**src/rtl/issue_queue_pkg.sv**
```systemverilog
// Shared types for the issue queue: entry payload layout, tag width and the flag
// bit positions that RegRead decodes from the same 23-bit bundle.
package issue_queue_pkg;

   localparam int IQ_FLAGS_W = 23;
   localparam int PHYS_TAG_W = 6;

   localparam int FLAG_MEM_READ           = 22;
   localparam int FLAG_MULT_REG_ACCESS_HI = 1;
   localparam int FLAG_MULT_REG_ACCESS_LO = 0;

   typedef struct packed {
      logic [31:0]            uid;
      logic [31:0]            instr;
      logic [31:0]            pc;
      logic [31:0]            pc_plus4;
      logic [IQ_FLAGS_W-1:0]  flags;
      logic [PHYS_TAG_W-1:0]  rs;
      logic [PHYS_TAG_W-1:0]  rt;
      logic [PHYS_TAG_W-1:0]  rd;
   } iq_entry_t;

   function automatic logic wb_hit(input logic                  wb_vld,
                                   input logic [PHYS_TAG_W-1:0] wb_tag,
                                   input logic [PHYS_TAG_W-1:0] tag);
      return wb_vld && (wb_tag == tag);
   endfunction

endpackage

```
**src/rtl/issue_queue_if.sv**
```systemverilog
// Dispatch, wakeup and issue bundle between rename/dispatch, writeback and RegRead.
// master = the surrounding pipeline, slave = the issue queue.
interface issue_queue_if
   import issue_queue_pkg::*;
#(
   parameter int DEPTH = 16
);
   localparam int CW = $clog2(DEPTH) + 1;

   logic                  flush;
   logic                  disp_valid;
   logic [31:0]           disp_UID;
   logic [31:0]           disp_Instr;
   logic [31:0]           disp_PC;
   logic [31:0]           disp_PC_Plus4;
   logic [IQ_FLAGS_W-1:0] disp_Flags;
   logic [PHYS_TAG_W-1:0] disp_rs;
   logic [PHYS_TAG_W-1:0] disp_rt;
   logic [PHYS_TAG_W-1:0] disp_rd;
   logic                  disp_rs_ready;
   logic                  disp_rt_ready;
   logic                  RegWrite_fMM;
   logic [PHYS_TAG_W-1:0] WriteRegister_fMM;

   logic                  iq_full;
   logic [CW-1:0]         iq_count;
   logic                  iq_empty;
   logic [31:0]           Instr_UID_out;
   logic [31:0]           Instr_out;
   logic [31:0]           Instr_PC_out;
   logic [31:0]           Instr_PC_Plus4_out;
   logic [IQ_FLAGS_W-1:0] Instr_Flags_out;
   logic [PHYS_TAG_W-1:0] rs_out;
   logic [PHYS_TAG_W-1:0] rt_out;
   logic [PHYS_TAG_W-1:0] rd_out;

   modport master (
      output flush, disp_valid, disp_UID, disp_Instr, disp_PC, disp_PC_Plus4, disp_Flags,
             disp_rs, disp_rt, disp_rd, disp_rs_ready, disp_rt_ready,
             RegWrite_fMM, WriteRegister_fMM,
      input  iq_full, iq_count, iq_empty, Instr_UID_out, Instr_out, Instr_PC_out,
             Instr_PC_Plus4_out, Instr_Flags_out, rs_out, rt_out, rd_out
   );

   modport slave (
      input  flush, disp_valid, disp_UID, disp_Instr, disp_PC, disp_PC_Plus4, disp_Flags,
             disp_rs, disp_rt, disp_rd, disp_rs_ready, disp_rt_ready,
             RegWrite_fMM, WriteRegister_fMM,
      output iq_full, iq_count, iq_empty, Instr_UID_out, Instr_out, Instr_PC_out,
             Instr_PC_Plus4_out, Instr_Flags_out, rs_out, rt_out, rd_out
   );

endinterface

```
**src/rtl/issue_queue_age_select.sv**
```systemverilog
// Oldest-ready picker: grants the ready entry that has no older ready entry.
// Purely combinational; the age matrix guarantees at most one grant bit.
module iq_age_select #(
   parameter int DEPTH = 16
) (
   input  logic [DEPTH-1:0]            ready,
   input  logic [DEPTH-1:0][DEPTH-1:0] age,
   output logic [DEPTH-1:0]            grant,
   output logic                        any_ready
);

   always_comb begin
      grant = '0;
      for (int i = 0; i < DEPTH; i++) begin
         grant[i] = ready[i] & ~(|(age[i] & ready));
      end
   end

   assign any_ready = |ready;

endmodule

```
**src/rtl/issue_queue.sv**
```systemverilog
// Out-of-order issue queue: allocate at the edge, issue the oldest ready entry one cycle later at
// the earliest; RegRead never stalls, so whatever is presented at an edge is consumed there.
module issue_queue
   import issue_queue_pkg::*;
#(
   parameter int DEPTH         = 16,
   parameter int NUM_PHYS_REGS = 64
) (
   input logic          CLK,
   input logic          RESET,
   issue_queue_if.slave iq
);

   localparam int IW       = $clog2(DEPTH);
   localparam int CW       = IW + 1;
   localparam int TAG_BITS = $clog2(NUM_PHYS_REGS);

   logic [DEPTH-1:0]            valid_q;
   logic [DEPTH-1:0]            rs_rdy_q;
   logic [DEPTH-1:0]            rt_rdy_q;
   logic [DEPTH-1:0][DEPTH-1:0] age_q;
   iq_entry_t                   ent_q [DEPTH];
   logic [CW-1:0]               count_q;

   logic [DEPTH-1:0] ready;
   logic [DEPTH-1:0] grant;
   logic             any_ready;
   logic             alloc;
   logic             free_found;
   logic [IW-1:0]    free_idx;
   logic             disp_rs_rdy;
   logic             disp_rt_rdy;
   iq_entry_t        sel;

   assign ready = valid_q & rs_rdy_q & rt_rdy_q;

   iq_age_select #(.DEPTH(DEPTH)) u_age_select (
      .ready     (ready),
      .age       (age_q),
      .grant     (grant),
      .any_ready (any_ready)
   );

   always_comb begin
      free_idx   = '0;
      free_found = 1'b0;
      for (int i = DEPTH - 1; i >= 0; i--) begin
         if (!valid_q[i]) begin
            free_idx   = IW'(i);
            free_found = 1'b1;
         end
      end
   end

   // Fullness is judged on the registered count, so a same-cycle issue never frees a slot for dispatch.
   assign iq.iq_full  = (count_q == CW'(DEPTH));
   assign iq.iq_count = count_q;
   assign alloc       = iq.disp_valid & ~iq.iq_full & ~iq.flush & free_found;

   // Tag 0 is the hardwired-ready register; a same-cycle writeback also counts as ready.
   assign disp_rs_rdy = iq.disp_rs_ready | (iq.disp_rs[TAG_BITS-1:0] == '0)
                      | wb_hit(iq.RegWrite_fMM, iq.WriteRegister_fMM, iq.disp_rs);
   assign disp_rt_rdy = iq.disp_rt_ready | (iq.disp_rt[TAG_BITS-1:0] == '0)
                      | wb_hit(iq.RegWrite_fMM, iq.WriteRegister_fMM, iq.disp_rt);

   always_ff @(posedge CLK or negedge RESET) begin
      if (!RESET) begin
         valid_q  <= '0;
         rs_rdy_q <= '0;
         rt_rdy_q <= '0;
         age_q    <= '0;
         count_q  <= '0;
      end else if (iq.flush) begin
         valid_q <= '0;
         age_q   <= '0;
         count_q <= '0;
      end else begin
         for (int i = 0; i < DEPTH; i++) begin
            if (grant[i]) valid_q[i] <= 1'b0;
            if (valid_q[i] && wb_hit(iq.RegWrite_fMM, iq.WriteRegister_fMM, ent_q[i].rs))
               rs_rdy_q[i] <= 1'b1;
            if (valid_q[i] && wb_hit(iq.RegWrite_fMM, iq.WriteRegister_fMM, ent_q[i].rt))
               rt_rdy_q[i] <= 1'b1;
            if (alloc) age_q[i][free_idx] <= 1'b0;
         end
         if (alloc) begin
            valid_q[free_idx]  <= 1'b1;
            rs_rdy_q[free_idx] <= disp_rs_rdy;
            rt_rdy_q[free_idx] <= disp_rt_rdy;
            age_q[free_idx]    <= valid_q & ~grant;
         end
         count_q <= count_q + CW'(alloc) - CW'(any_ready);
      end
   end

   always_ff @(posedge CLK) begin
      if (alloc) begin
         ent_q[free_idx] <= '{uid:      iq.disp_UID,
                              instr:    iq.disp_Instr,
                              pc:       iq.disp_PC,
                              pc_plus4: iq.disp_PC_Plus4,
                              flags:    iq.disp_Flags,
                              rs:       iq.disp_rs,
                              rt:       iq.disp_rt,
                              rd:       iq.disp_rd};
      end
   end

   // One-hot AND-OR mux; no grant leaves every field at zero.
   always_comb begin
      sel = '0;
      for (int i = 0; i < DEPTH; i++) begin
         if (grant[i]) sel = sel | ent_q[i];
      end
   end

   assign iq.iq_empty           = ~any_ready;
   assign iq.Instr_UID_out      = sel.uid;
   assign iq.Instr_out          = sel.instr;
   assign iq.Instr_PC_out       = sel.pc;
   assign iq.Instr_PC_Plus4_out = sel.pc_plus4;
   assign iq.Instr_Flags_out    = sel.flags;
   assign iq.rs_out             = sel.rs;
   assign iq.rt_out             = sel.rt;
   assign iq.rd_out             = sel.rd;

endmodule

```
**src/flat_wrapper.sv**
```systemverilog
// flat-port wrapper written by rule: the top's interface ports become plain ports
module issue_queue_flat import issue_queue_pkg::*;
#(
   parameter int DEPTH         = 16,
   parameter int NUM_PHYS_REGS = 64
)
  (CLK, RESET, iq_flush, iq_disp_valid, iq_disp_UID, iq_disp_Instr, iq_disp_PC, iq_disp_PC_Plus4, iq_disp_Flags, iq_disp_rs, iq_disp_rt, iq_disp_rd, iq_disp_rs_ready, iq_disp_rt_ready, iq_RegWrite_fMM, iq_WriteRegister_fMM, iq_iq_full, iq_iq_count, iq_iq_empty, iq_Instr_UID_out, iq_Instr_out, iq_Instr_PC_out, iq_Instr_PC_Plus4_out, iq_Instr_Flags_out, iq_rs_out, iq_rt_out, iq_rd_out);
  issue_queue_if #(.DEPTH(DEPTH)) iq_i ();
  input logic CLK;
  input logic RESET;
  input wire logic [$bits(iq_i.flush)-1:0] iq_flush;
  input wire logic [$bits(iq_i.disp_valid)-1:0] iq_disp_valid;
  input wire logic [$bits(iq_i.disp_UID)-1:0] iq_disp_UID;
  input wire logic [$bits(iq_i.disp_Instr)-1:0] iq_disp_Instr;
  input wire logic [$bits(iq_i.disp_PC)-1:0] iq_disp_PC;
  input wire logic [$bits(iq_i.disp_PC_Plus4)-1:0] iq_disp_PC_Plus4;
  input wire logic [$bits(iq_i.disp_Flags)-1:0] iq_disp_Flags;
  input wire logic [$bits(iq_i.disp_rs)-1:0] iq_disp_rs;
  input wire logic [$bits(iq_i.disp_rt)-1:0] iq_disp_rt;
  input wire logic [$bits(iq_i.disp_rd)-1:0] iq_disp_rd;
  input wire logic [$bits(iq_i.disp_rs_ready)-1:0] iq_disp_rs_ready;
  input wire logic [$bits(iq_i.disp_rt_ready)-1:0] iq_disp_rt_ready;
  input wire logic [$bits(iq_i.RegWrite_fMM)-1:0] iq_RegWrite_fMM;
  input wire logic [$bits(iq_i.WriteRegister_fMM)-1:0] iq_WriteRegister_fMM;
  output wire logic [$bits(iq_i.iq_full)-1:0] iq_iq_full;
  output wire logic [$bits(iq_i.iq_count)-1:0] iq_iq_count;
  output wire logic [$bits(iq_i.iq_empty)-1:0] iq_iq_empty;
  output wire logic [$bits(iq_i.Instr_UID_out)-1:0] iq_Instr_UID_out;
  output wire logic [$bits(iq_i.Instr_out)-1:0] iq_Instr_out;
  output wire logic [$bits(iq_i.Instr_PC_out)-1:0] iq_Instr_PC_out;
  output wire logic [$bits(iq_i.Instr_PC_Plus4_out)-1:0] iq_Instr_PC_Plus4_out;
  output wire logic [$bits(iq_i.Instr_Flags_out)-1:0] iq_Instr_Flags_out;
  output wire logic [$bits(iq_i.rs_out)-1:0] iq_rs_out;
  output wire logic [$bits(iq_i.rt_out)-1:0] iq_rt_out;
  output wire logic [$bits(iq_i.rd_out)-1:0] iq_rd_out;
  assign iq_i.flush = iq_flush;
  assign iq_i.disp_valid = iq_disp_valid;
  assign iq_i.disp_UID = iq_disp_UID;
  assign iq_i.disp_Instr = iq_disp_Instr;
  assign iq_i.disp_PC = iq_disp_PC;
  assign iq_i.disp_PC_Plus4 = iq_disp_PC_Plus4;
  assign iq_i.disp_Flags = iq_disp_Flags;
  assign iq_i.disp_rs = iq_disp_rs;
  assign iq_i.disp_rt = iq_disp_rt;
  assign iq_i.disp_rd = iq_disp_rd;
  assign iq_i.disp_rs_ready = iq_disp_rs_ready;
  assign iq_i.disp_rt_ready = iq_disp_rt_ready;
  assign iq_i.RegWrite_fMM = iq_RegWrite_fMM;
  assign iq_i.WriteRegister_fMM = iq_WriteRegister_fMM;
  assign iq_iq_full = iq_i.iq_full;
  assign iq_iq_count = iq_i.iq_count;
  assign iq_iq_empty = iq_i.iq_empty;
  assign iq_Instr_UID_out = iq_i.Instr_UID_out;
  assign iq_Instr_out = iq_i.Instr_out;
  assign iq_Instr_PC_out = iq_i.Instr_PC_out;
  assign iq_Instr_PC_Plus4_out = iq_i.Instr_PC_Plus4_out;
  assign iq_Instr_Flags_out = iq_i.Instr_Flags_out;
  assign iq_rs_out = iq_i.rs_out;
  assign iq_rt_out = iq_i.rt_out;
  assign iq_rd_out = iq_i.rd_out;
  issue_queue #(.DEPTH(DEPTH), .NUM_PHYS_REGS(NUM_PHYS_REGS)) u_core (.CLK(CLK), .RESET(RESET), .iq(iq_i));
endmodule
```
**config.mk**
```make
export PLATFORM = sky130hd
export DESIGN_NAME = issue_queue_flat
export DESIGN_NICKNAME = d
export VERILOG_FILES = /design/src/rtl/issue_queue_pkg.sv /design/src/rtl/issue_queue_if.sv /design/src/rtl/issue_queue_age_select.sv /design/src/rtl/issue_queue.sv /design/src/flat_wrapper.sv
export SDC_FILE = /design/constraint.sdc
export NUM_CORES = 2
export LEC_CHECK = 0
export CORE_MARGIN = 2
export CORE_UTILIZATION = 40
export CTS_CLUSTER_DIAMETER = 60
export DETAILED_ROUTE_END_ITERATION = 12
export GPL_TIMING_DRIVEN = 0
export HOLD_SLACK_MARGIN = 0.05
export PLACE_DENSITY = 0.56
export SLEW_MARGIN = 20
export SYNTH_ARGS = -nofsm -noshare
export SYNTH_HDL_FRONTEND = slang
export SYNTH_SLANG_ARGS = --single-unit
export TNS_END_PERCENT = 10
```
**constraint.sdc**
```tcl
create_clock -name CLK -period 20.3 [get_ports CLK]
set_input_delay 3.045 -clock CLK [delete_from_list [all_inputs] [get_ports CLK]]
set_output_delay 3.045 -clock CLK [all_outputs]
set_load 0.02 [all_outputs]
```
==> metrics.log <==
INFO  metric worstSetupEndpointType = output pin
INFO  metric finalPower = 13.5 mW
INFO  metric post-cts-setup-buffer-count = 0
INFO  metric dp.final_hpwl = 306000 µm
INFO  metric area.growth.synth_to_final = 19.1%
INFO  metric synth.ff_latch_count = 3013
INFO  metric boundaryPins = between 300 and 400
INFO  metric min_from = u_core.age_q[238]$_DFF_PN0_
INFO  metric start_util = 40.3%
INFO  metric dieHeight = approximately 540 µm
INFO  metric fillers = around 24000
INFO  metric hold_depth = 1
INFO  metric r2r-start = u_core.valid_q[6]$_DFF_PN0_
INFO  metric worst_setup_hold_path_clk_slew = 0.05 ns
INFO  metric core_area = 283000 µm²
INFO  metric postSynthCellCount = 6773
INFO  metric crit-reg2reg-capture = u_core.age_q[83]$_DFF_PN0_
INFO  metric post_drt_via_cell_ratio = 6.38
INFO  metric floorplan.rows = 195
INFO  metric vias = around 74000
INFO  metric vdd_drop_max = 69.2 µV
INFO  metric finalWorstPathRequiredPeriod = 10.13 ns
INFO  metric net_count_of_the_finished_layout = 7754
INFO  metric wirelength = 467000 µm
INFO  metric antenna_found_initial = 82
INFO  metric sequential_cell_area = 88900 µm²
INFO  metric setup-violations-final = 0
INFO  metric quantity_of_i_o_buffers_inserted_on_ports = 350
INFO  metric dominant_register_cell_in_the_synthesized_netlist = edfxtp_1
INFO  metric final_layout_size_suffix_gt1_share = around an eighth
INFO  metric grt_max_degree = 86
INFO  metric post-synth-top-count-cell = edfxtp_1
INFO  metric grt_first_pass_wirelength = 619000 µm
INFO  metric pre_repair_dr_iteration_count = 9
INFO  metric r2r_cells = 10
INFO  metric ant_nets = 0
INFO  metric grt_use_total = 31.6%
INFO  metric postCtsHoldBufs = 0
INFO  metric cap_viol_max_count = 0
INFO  metric whs_endpoint = u_core.age_q[238]$_DFF_PN0_
INFO  metric worstHoldPathType = reg2reg
INFO  metric hold_viol_final = 0
INFO  metric post_synth_instance_area = 114000 µm²
INFO  metric cts-buffers-inserted = approximately 340
INFO  metric overflow = 0
INFO  metric yosysSeqAreaShare = 78.2%
INFO  metric maximum_buffer_depth_of_the_clock_tree = 4
INFO  metric clkLatencyLatePin = 0.92 ns
INFO  metric multi_input_comb_area = around 22000 µm²
INFO  metric synth_top_area_share = 71.4%
INFO  metric total_leakage_power = 45.1 nW
INFO  metric async_s_r_ff_share_synth = 10.3%
INFO  metric critical_path.max_fanout = 10
INFO  metric rsz0062_at_grt = no
INFO  metric tritoncts_clock_tree = done
INFO  metric synth_enable_flop_cells = between 2000 and 3000
INFO  metric synth_area_leader_cell = edfxtp_1
INFO  metric powerDensity = 100 nW/µm²
INFO  metric timing.critical_path.arrival = 7.09 ns
INFO  metric final_core_area_utilization = 47.9%
INFO  metric wl_per_cell = 40.2 µm
INFO  metric crit_type = reg2out
INFO  metric cts_root_buf = clkbuf_16
INFO  metric tightest_slew = roughly 1.4 ns
INFO  metric finalWeightedCongestion = slightly above 1
INFO  metric ys_warn_count = 0
INFO  metric clock_tree.htree_level_count = 5
INFO  metric die_area = 289000 µm²
INFO  metric drt_iter0_drc = 12000
INFO  metric synth.top_cells.by_count = 2704 x edfxtp_1, 1020 x a22oi_1, 390 x nand4_1
INFO  metric synthDistinctLibCells = 74
INFO  metric cts.repair.resized = 0
INFO  metric timing.clock.skew = 0.0531 ns
INFO  metric remaining_drc_errors = 0
INFO  metric final_min_period_over_clock_period = 49.9%
INFO  metric achievable_frequency = 98.7 MHz
INFO  metric cp_launch_type = flip-flop
INFO  metric setup.reg_to_reg.worst_slack = 14.68 ns
INFO  metric slew-limit-headroom = 7.89%
INFO  metric synthesis.nets = slightly below 7000
INFO  metric run_status = complete, no violations
INFO  metric cp_data_required_time = 17.26 ns
INFO  metric die_width = 537 µm
INFO  metric netlist_top_cells_area = edfxtp_1 71%, dfrtp_1 6.8%, a22oi_1 6.7%
INFO  metric avgSynthCellArea = approximately 17 µm²
INFO  metric report.final.slew_viol_count = 0
INFO  metric grt_pass1_vias = 70500
INFO  metric cts.sinks = roughly 3000
cell usage in the layout (no fill, tap or decap), types with 61 or more instances in the layout:
| cell | instances |
|---|---|
| a22oi_1 | 1020 |
| dfrtp_1 | 309 |
| a211o_1 | 171 |
| xor2_1 | 103 |
| o21ai_0 | 61 |
| clkbuf_1 | 273 |
| a222oi_1 | 169 |
| clkdlybuf4s50_1 | 349 |
| edfxtp_1 | 2704 |
| nand4_1 | 390 |
| nand2_1 | 171 |
| a21oi_1 | 168 |
| clkinv_1 | 71 |
| xnor2_1 | 104 |
| nand3_1 | 287 |
| inv_1 | 83 |
| o2111ai_1 | 66 |
| buf_2 | 255 |
| clkbuf_16 | 346 |
power breakdown:
part	switching [mW]	leakage (nW)	internal, mW	total, mW
combinational	0.412	11.1	0.177	0.589
clock	2.54	5.35	3.58	6.12
sequential	0.0150	28.7	6.82	6.83
total	2.97	45.1	10.6	13.5
cell type report:
cell class	instances	share of cell area, %
clock buffers	416	6.60
repair buffers	455	4.24
diodes	35	0.0647
plain buffers	524	1.78
clock inverters	192	1.48
flip-flops and latches	3013	65.7
well taps	3743	3.46
inverters	93	0.306
multi-input cells	3143	16.4
critical path, stage by stage, from the launching register on:
cell             delay [ns]
dfrtp_1                0.56
nand3_1                0.53
buf_2                  0.57
o2111ai_1              0.34
nor4_1                 1.00
buf_2                  0.87
clkbuf_1               0.67
a222oi_1               0.41
nand3_1                0.19
a211o_1                0.30
clkdlybuf4s50_1        0.68
how the worst max path moves through the flow:
| stage | depth (start not counted) | end | start |
|---|---|---|---|
| 2_1_floorplan | 4 | u_core.ent_q[6][0]$_DFFE_PP_ | iq_disp_valid |
| 3_3_place_gp | 5 | u_core.ent_q[6][64]$_DFFE_PP_ | iq_disp_valid |
| 3_5_place_dp | 11 | iq_Instr_UID_out[31] | u_core.valid_q[6]$_DFF_PN0_ |
| 4_1_cts | 11 | iq_Instr_UID_out[31] | u_core.valid_q[6]$_DFF_PN0_ |
| 5_1_grt | 12 | iq_Instr_UID_out[31] | u_core.rt_rdy_q[7]$_DFFE_PN0N_ |
| 6_report | 10 | iq_Instr_out[9] | u_core.valid_q[6]$_DFF_PN0_ |
cell families after synthesis:
logic type | synth area share, %
multiplexers | 0.0616
AO/OA/AOI/OAI | 12.5
flip-flops | 78.2
XOR/XNOR | 1.59
buffers and inverters | 2.33
adder cells (fa/ha/maj) | 0.0836
AND/OR/NAND/NOR | 5.29
state kept, by name (all words and copies together), names as in the netlist:
signal / cells
u_core.rs_rdy_q: 16
u_core.rt_rdy_q: 16
u_core.valid_q: 16
u_core.ent_q: 2704
u_core.age_q: 256
u_core.iq.iq_count: 5
per-stage QoR:
stage	setup WS [ns]	setup TNS, ns	cells	instance area (µm²)	hold WS, ns
final	10.17	0	11600	135000	0.506
after global routing	10.32	0	11600	135000	0.525
after CTS	10.04	0	11600	135000	0.506
after detailed placement	11.03	0	11000	124000	0.489
after global placement	-4.74	-789.86	10900	122000	0.483
after floorplan	8.62	0	6773	114000	0.446
metal layers:
layer	share of wire, %	track usage [%]
met1	39	42.8
met2	45	47.9
met3	10	7.53
met4	5.2	15.5
met5	0.097	0
Note: power is estimated with default switching activity, not from simulation.
